`src/rtl/canvas_access_sequencer.sv`:
```
// Arbitrates the single canvas RAM port between cursor draws, a full-frame
// pixel stream toward the classifier, and a full-canvas clear.
module canvas_access_sequencer #(
   parameter int GRID_SIZE = 28,
   parameter int DEPTH     = GRID_SIZE * GRID_SIZE,
   parameter int ADDR_W    = 10
) (
   input  logic              CLOCK_50,
   input  logic              reset,
   input  logic              scan_start,
   input  logic              clear_start,
   input  logic              draw_req,
   input  logic [ADDR_W-1:0] draw_addr,
   input  logic              draw_data,
   output logic              draw_ready,
   output logic [ADDR_W-1:0] ram_addr,
   output logic              ram_we,
   output logic              ram_wdata,
   output logic              ram_re,
   input  logic              ram_rdata,
   output logic              pix_valid,
   output logic              pix_data,
   output logic [ADDR_W-1:0] pix_index,
   output logic              pix_last,
   input  logic              pix_ready,
   output logic              busy,
   output logic              scan_done,
   output logic              clear_done
);

   typedef enum logic [2:0] {
      S_IDLE = 3'd0,
      S_RD   = 3'd1,
      S_LAT  = 3'd2,
      S_OUT  = 3'd3,
      S_CLR  = 3'd4
   } state_t;

   localparam logic [ADDR_W-1:0] LAST_IDX  = ADDR_W'(DEPTH - 1);
   localparam logic [ADDR_W:0]   DEPTH_EXT = (ADDR_W + 1)'(DEPTH);
   localparam logic [ADDR_W-1:0] IDX_ZERO  = {ADDR_W{1'b0}};
   localparam logic [ADDR_W-1:0] IDX_ONE   = ADDR_W'(1);

   state_t            state_q, state_d;
   logic [ADDR_W-1:0] idx_q, idx_d;
   logic              clear_pending_q, clear_pending_d;
   logic              pix_valid_q, pix_valid_d;
   logic              pix_data_q, pix_data_d;
   logic [ADDR_W-1:0] pix_index_q, pix_index_d;
   logic              pix_last_q, pix_last_d;
   logic              scan_done_q, scan_done_d;
   logic              clear_done_q, clear_done_d;
   logic              idx_last_s;
   logic              draw_in_range_s;

   assign idx_last_s      = (idx_q == LAST_IDX);
   assign draw_in_range_s = ({1'b0, draw_addr} < DEPTH_EXT);

   // State register and registered stream/pulse outputs
   always_ff @(posedge CLOCK_50 or posedge reset) begin
      if (reset) begin
         state_q         <= S_IDLE;
         idx_q           <= IDX_ZERO;
         clear_pending_q <= 1'b0;
         pix_valid_q     <= 1'b0;
         pix_data_q      <= 1'b0;
         pix_index_q     <= IDX_ZERO;
         pix_last_q      <= 1'b0;
         scan_done_q     <= 1'b0;
         clear_done_q    <= 1'b0;
      end else begin
         state_q         <= state_d;
         idx_q           <= idx_d;
         clear_pending_q <= clear_pending_d;
         pix_valid_q     <= pix_valid_d;
         pix_data_q      <= pix_data_d;
         pix_index_q     <= pix_index_d;
         pix_last_q      <= pix_last_d;
         scan_done_q     <= scan_done_d;
         clear_done_q    <= clear_done_d;
      end
   end

   // Next-state, index and stream register logic
   always_comb begin
      state_d         = state_q;
      idx_d           = idx_q;
      clear_pending_d = clear_pending_q | clear_start;
      pix_valid_d     = pix_valid_q;
      pix_data_d      = pix_data_q;
      pix_index_d     = pix_index_q;
      pix_last_d      = pix_last_q;
      scan_done_d     = 1'b0;
      clear_done_d    = 1'b0;
      case (state_q)
         S_IDLE: begin
            idx_d = IDX_ZERO;
            // A same-cycle clear_start stays pending so it runs after the scan
            if (scan_start) begin
               state_d = S_RD;
            end else if (clear_start | clear_pending_q) begin
               state_d         = S_CLR;
               clear_pending_d = 1'b0;
            end else begin
               state_d = S_IDLE;
            end
         end
         S_RD: begin
            state_d = S_LAT;
         end
         S_LAT: begin
            pix_data_d  = ram_rdata;
            pix_index_d = idx_q;
            pix_last_d  = idx_last_s;
            pix_valid_d = 1'b1;
            state_d     = S_OUT;
         end
         S_OUT: begin
            if (pix_ready) begin
               pix_valid_d = 1'b0;
               if (idx_last_s) begin
                  scan_done_d = 1'b1;
                  idx_d       = IDX_ZERO;
                  if (clear_pending_d) begin
                     state_d         = S_CLR;
                     clear_pending_d = 1'b0;
                  end else begin
                     state_d = S_IDLE;
                  end
               end else begin
                  idx_d   = idx_q + IDX_ONE;
                  state_d = S_RD;
               end
            end else begin
               state_d = S_OUT;
            end
         end
         S_CLR: begin
            if (idx_last_s) begin
               clear_done_d = 1'b1;
               idx_d        = IDX_ZERO;
               state_d      = S_IDLE;
            end else begin
               idx_d   = idx_q + IDX_ONE;
               state_d = S_CLR;
            end
         end
         default: begin
            state_d = S_IDLE;
            idx_d   = IDX_ZERO;
         end
      endcase
   end

   // RAM port steering; draws are only served while idle
   always_comb begin
      ram_addr   = idx_q;
      ram_we     = 1'b0;
      ram_wdata  = 1'b0;
      ram_re     = 1'b0;
      draw_ready = 1'b0;
      case (state_q)
         S_IDLE: begin
            ram_addr   = draw_addr;
            draw_ready = ~reset;
            ram_we     = draw_req & draw_in_range_s & ~reset;
            if (draw_req & ~reset) begin
               ram_wdata = draw_data;
            end else begin
               ram_wdata = 1'b0;
            end
         end
         S_RD: begin
            ram_re = 1'b1;
         end
         S_CLR: begin
            ram_we = 1'b1;
         end
         default: begin
            ram_re = 1'b0;
         end
      endcase
   end

   assign pix_valid  = pix_valid_q;
   assign pix_data   = pix_data_q;
   assign pix_index  = pix_index_q;
   assign pix_last   = pix_last_q;
   assign scan_done  = scan_done_q;
   assign clear_done = clear_done_q;
   assign busy       = (state_q != S_IDLE) | clear_pending_q;

endmodule

```
`config.mk`:
```
export PLATFORM = sky130hd
export DESIGN_NAME = canvas_access_sequencer
export DESIGN_NICKNAME = d
export VERILOG_FILES = /design/src/rtl/canvas_access_sequencer.sv
export SDC_FILE = /design/constraint.sdc
export NUM_CORES = 1
export LEC_CHECK = 0
export BUFFER_PORTS_ARGS = -buffer_cell sky130_fd_sc_hd__buf_2
export CAP_MARGIN = 20
export CORE_MARGIN = 2
export CORE_UTILIZATION = 52
export CTS_BUF_LIST = sky130_fd_sc_hd__clkbuf_4 sky130_fd_sc_hd__clkbuf_8
export CTS_CLUSTER_SIZE = 20
export DETAILED_ROUTE_END_ITERATION = 16
export PLACE_DENSITY = 0.79
export SLEW_MARGIN = 10
export SYNTH_ARGS = -nofsm -noshare
export SYNTH_HDL_FRONTEND = slang
export SYNTH_SLANG_ARGS = --single-unit
export TNS_END_PERCENT = 1
```
`constraint.sdc`:
```
create_clock -name CLOCK_50 -period 2.05 [get_ports CLOCK_50]
set_input_delay 0.1025 -clock CLOCK_50 [delete_from_list [all_inputs] [get_ports CLOCK_50]]
set_output_delay 0.1025 -clock CLOCK_50 [all_outputs]
set_load 0.02 [all_outputs]
```
==> flow_summary.ini <==
[sta]
totalNegativeSetupSlack_ns = 0
transition_time_of_the_tightest_slew_check_pin_ns = 0.585
finalWorstPathRequiredPeriod_ns = 1.89
setup_violations = 0
fmax_ghz = 0.530
max_slew_margin_pct = 60.9
final_max_slew_viol_count = 0
rsz0062_at_grt = false
number_of_hold_violations_in_the_final_report = 0
final_min_period_over_clock_period_pct = 92.1
clock_skew_ns = 0.00325

[worst_setup_path]
crit_path_cell_trace = nor3_2 > buf_4 > mux2_2 > buf_2
slowest_stage_delay_on_critical_path_ns = 0.51
critPathTopFamily = flip-flops
reg2reg_depth = 5
ff2ff_setup_slack_ns = 0.30
critPathSlowestCell = sky130_fd_sc_hd__dfrtp_1
worst_setup_start_kind = register
worst_setup_path_end_kind = output port
critPathMaxFanout = 10
cp_bufs_invs = 2
worst_setup_sp = state_q[0]
worstPathArrival_ns = 1.78
critical_path_required_ns = 1.95
regToRegStartpoint = idx_q[0]
critical_path_class = register to output port
crit-reg2reg-capture = idx_q[6]

[grt]
first_pass_grt_wire_length_mm = 5.16
number_of_global_route_vias_before_repair = 1123
grt_util_met1_pct = 27.1
overflow = 0
initial_antenna_violation_count = 0
grt_util_met3_pct = 5.93
global_route.usage.total_pct = 20.1
gr-usage-met2_pct = 30.2
grt_most_used_layer = met2
grt_max_degree = 30

[floorplanning]
floorplan.die_area_um2 = 3420
die_h_um = 58.4
fp.dieW_um = 58.4
floorplan.initialDensity_pct = 55.4
rows = 19
design.core.area_um2 = 2780
floorplan.io_pins = 48

[clock_tree]
post_cts_resized = 0
cts-hold-fix-buffers = 2
cts.path.max_buffers = 2
cts_root_buf = sky130_fd_sc_hd__clkbuf_4
cts_tree = done
clock_transition_at_path_regs_ns = 0.09
htree_num_levels = 2
postCtsSetupBuffers = 0
cts-buffers-inserted = 5
clock-sinks = 29
clock_insertion_delay_worst_skew_ns = 0.32

[power_and_ir_drop]
irDropWorstVdd_mv = 0.953
power-per-cell-area_nw_per_um2 = 1030
cellLeakagePower_uw = 0.000970
total_power_uw = 1910

[synth]
synth.most_common_cell = sky130_fd_sc_hd__dfrtp_1
number_of_distinct_library_cells_after_synthesis = 36
ys_seq_area_share_pct = 47.1
yosysWarningCount = 0
synth.top_cell.area_share_pct = 47.1
ys_ff_latch = 29
synth.largest_area_cell = sky130_fd_sc_hd__dfrtp_1
syn-instance-count = 139
syn_avg_cell_area_um2 = 11.1
yosys-top-cells-area = sky130_fd_sc_hd__dfrtp_1 47%, sky130_fd_sc_hd__mux2_2 14%, sky130_fd_sc_hd__xor2_1 2.8%
number_of_enable_type_register_cells_in_the_synthesized_netlist = 0
post_synth_most_frequent_cells = 29 x sky130_fd_sc_hd__dfrtp_1, 19 x sky130_fd_sc_hd__mux2_2, 10 x sky130_fd_sc_hd__nand2_1, 10 x sky130_fd_sc_hd__nor2_1, 8 x sky130_fd_sc_hd__o21ai_0
synth-main-ff-cell = sky130_fd_sc_hd__dfrtp_1
number_of_nets_in_the_synthesized_netlist = 158
synth_async_sr_flop_share_pct = 100
netlist_area_um2 = 1540

[worst_hold_path]
holdPathStages = 3
min_path_type = input port to register
worstHoldStart = clear_start
worst_hold_path.endpoint = clear_pending_q

[final_layout]
proportion_of_layout_cells_with_a_drive_suffix_above_1_pct = 45.3
antenna-diode-count = 0
utilization_pct = 66.8
flow.area_growth_from_synthesis_pct = 20.5
layoutNonFillerInstCount = 223
filler_cell_count = 223
final_net_count = 210

[place]
detailed_place_hpwl_mm = 2.27
dpl.cell_count = 213
finalWeightedCongestion = 0.785
portBuffers = 47

[detailed_routing]
route.vias.total = 1230
avgRoutedWirePerCell_um = 14.2
drt_first_pass_iters = 4
drtAntennaViolNets = 0
first_iter_violations = 39
routed_via_density = 5.52
post-route-drc-count = 0
wirelength_mm = 3.17

[run_status]
run_status = complete, no violations

[flow_run]
max_cap_violations = 0
tightest hold or removal path: cells and delay by family:
family | cells | cell delay (ns)
buffers and inverters | 1 | 0.07
AND/OR/NAND/NOR | 2 | 0.14
per-layer routing:
metal	wire, um	up-vias
met5	0	-
met2	1400	49
met3	258	5
li1	-	598
met4	47	0
met1	1470	578
cell type report:
| type | count | area [um2] | share of cell area (%) |
|---|---|---|---|
| Clock inverter | 2 | 10.0 | 0.539 |
| Inverter | 5 | 18.8 | 1.01 |
| Timing Repair Buffer | 52 | 278 | 15.0 |
| Sequential cell | 29 | 726 | 39.1 |
| Tap cell | 31 | 38.8 | 2.09 |
| Multi-Input combinational cell | 98 | 741 | 39.9 |
| Clock buffer | 6 | 45.0 | 2.43 |
through the flow:
| stage | hold WS, ns | worst slack (ns) | cell area (um2) |
|---|---|---|---|
| after CTS | 0.0322 | 0.161 | 1860 |
| after detailed placement | 0.217 | 0.293 | 1780 |
| after global routing | 0.0568 | 0.0818 | 1860 |
| after floorplan | 0.181 | 0.546 | 1540 |
| final | 0.0355 | 0.163 | 1860 |
| after global placement | 0.205 | 0.348 | 1780 |
cell usage in the layout, fill, tap and decap left out, types with 3 or more instances in the layout:
cell type / instances
sky130_fd_sc_hd__buf_2: 47
sky130_fd_sc_hd__dfrtp_1: 29
sky130_fd_sc_hd__mux2_2: 19
sky130_fd_sc_hd__nor2_1: 10
sky130_fd_sc_hd__nand2_1: 10
sky130_fd_sc_hd__o21ai_0: 8
sky130_fd_sc_hd__nand3_1: 6
sky130_fd_sc_hd__clkbuf_4: 6
sky130_fd_sc_hd__inv_1: 5
sky130_fd_sc_hd__a21oi_1: 5
sky130_fd_sc_hd__xor2_1: 5
sky130_fd_sc_hd__o211ai_1: 3
sky130_fd_sc_hd__buf_4: 3
worst max path at each step:
stage                   to  cells past startpoint
6_report       ram_addr[5]                      4
5_1_grt        ram_addr[6]                      4
4_1_cts        ram_addr[9]                      4
3_5_place_dp      idx_q[6]                      5
3_3_place_gp      idx_q[4]                      5
2_1_floorplan  ram_addr[3]                      4
cells by family after synthesis:
| logic type | count (synthesis) | synth area share [%] |
|---|---|---|
| buffers and inverters | 12 | 4.87 |
| XOR/XNOR | 5 | 2.84 |
| multiplexers | 19 | 13.9 |
| AND/OR/NAND/NOR | 47 | 18.3 |
| AO/OA/AOI/OAI | 26 | 12.2 |
| flip-flops | 29 | 47.1 |
| adder cells (fa/ha/maj) | 1 | 0.812 |
flip-flops by register name (all words and copies together), names as in the netlist:
name             flops
pix_index           10
clear_pending_q      1
pix_valid            1
pix_last             1
pix_data             1
state_q              3
idx_q               10
scan_done            1
clear_done           1
report_power, final:
group | total [uW] | switching (uW) | leakage, uW | internal, uW
registers | 790 | 127 | 0.000386 | 663
clock network | 334 | 191 | 0.0000354 | 144
logic | 790 | 470 | 0.000549 | 320
total | 1910 | 788 | 0.000970 | 1130
(Power assumes the default switching activity.)
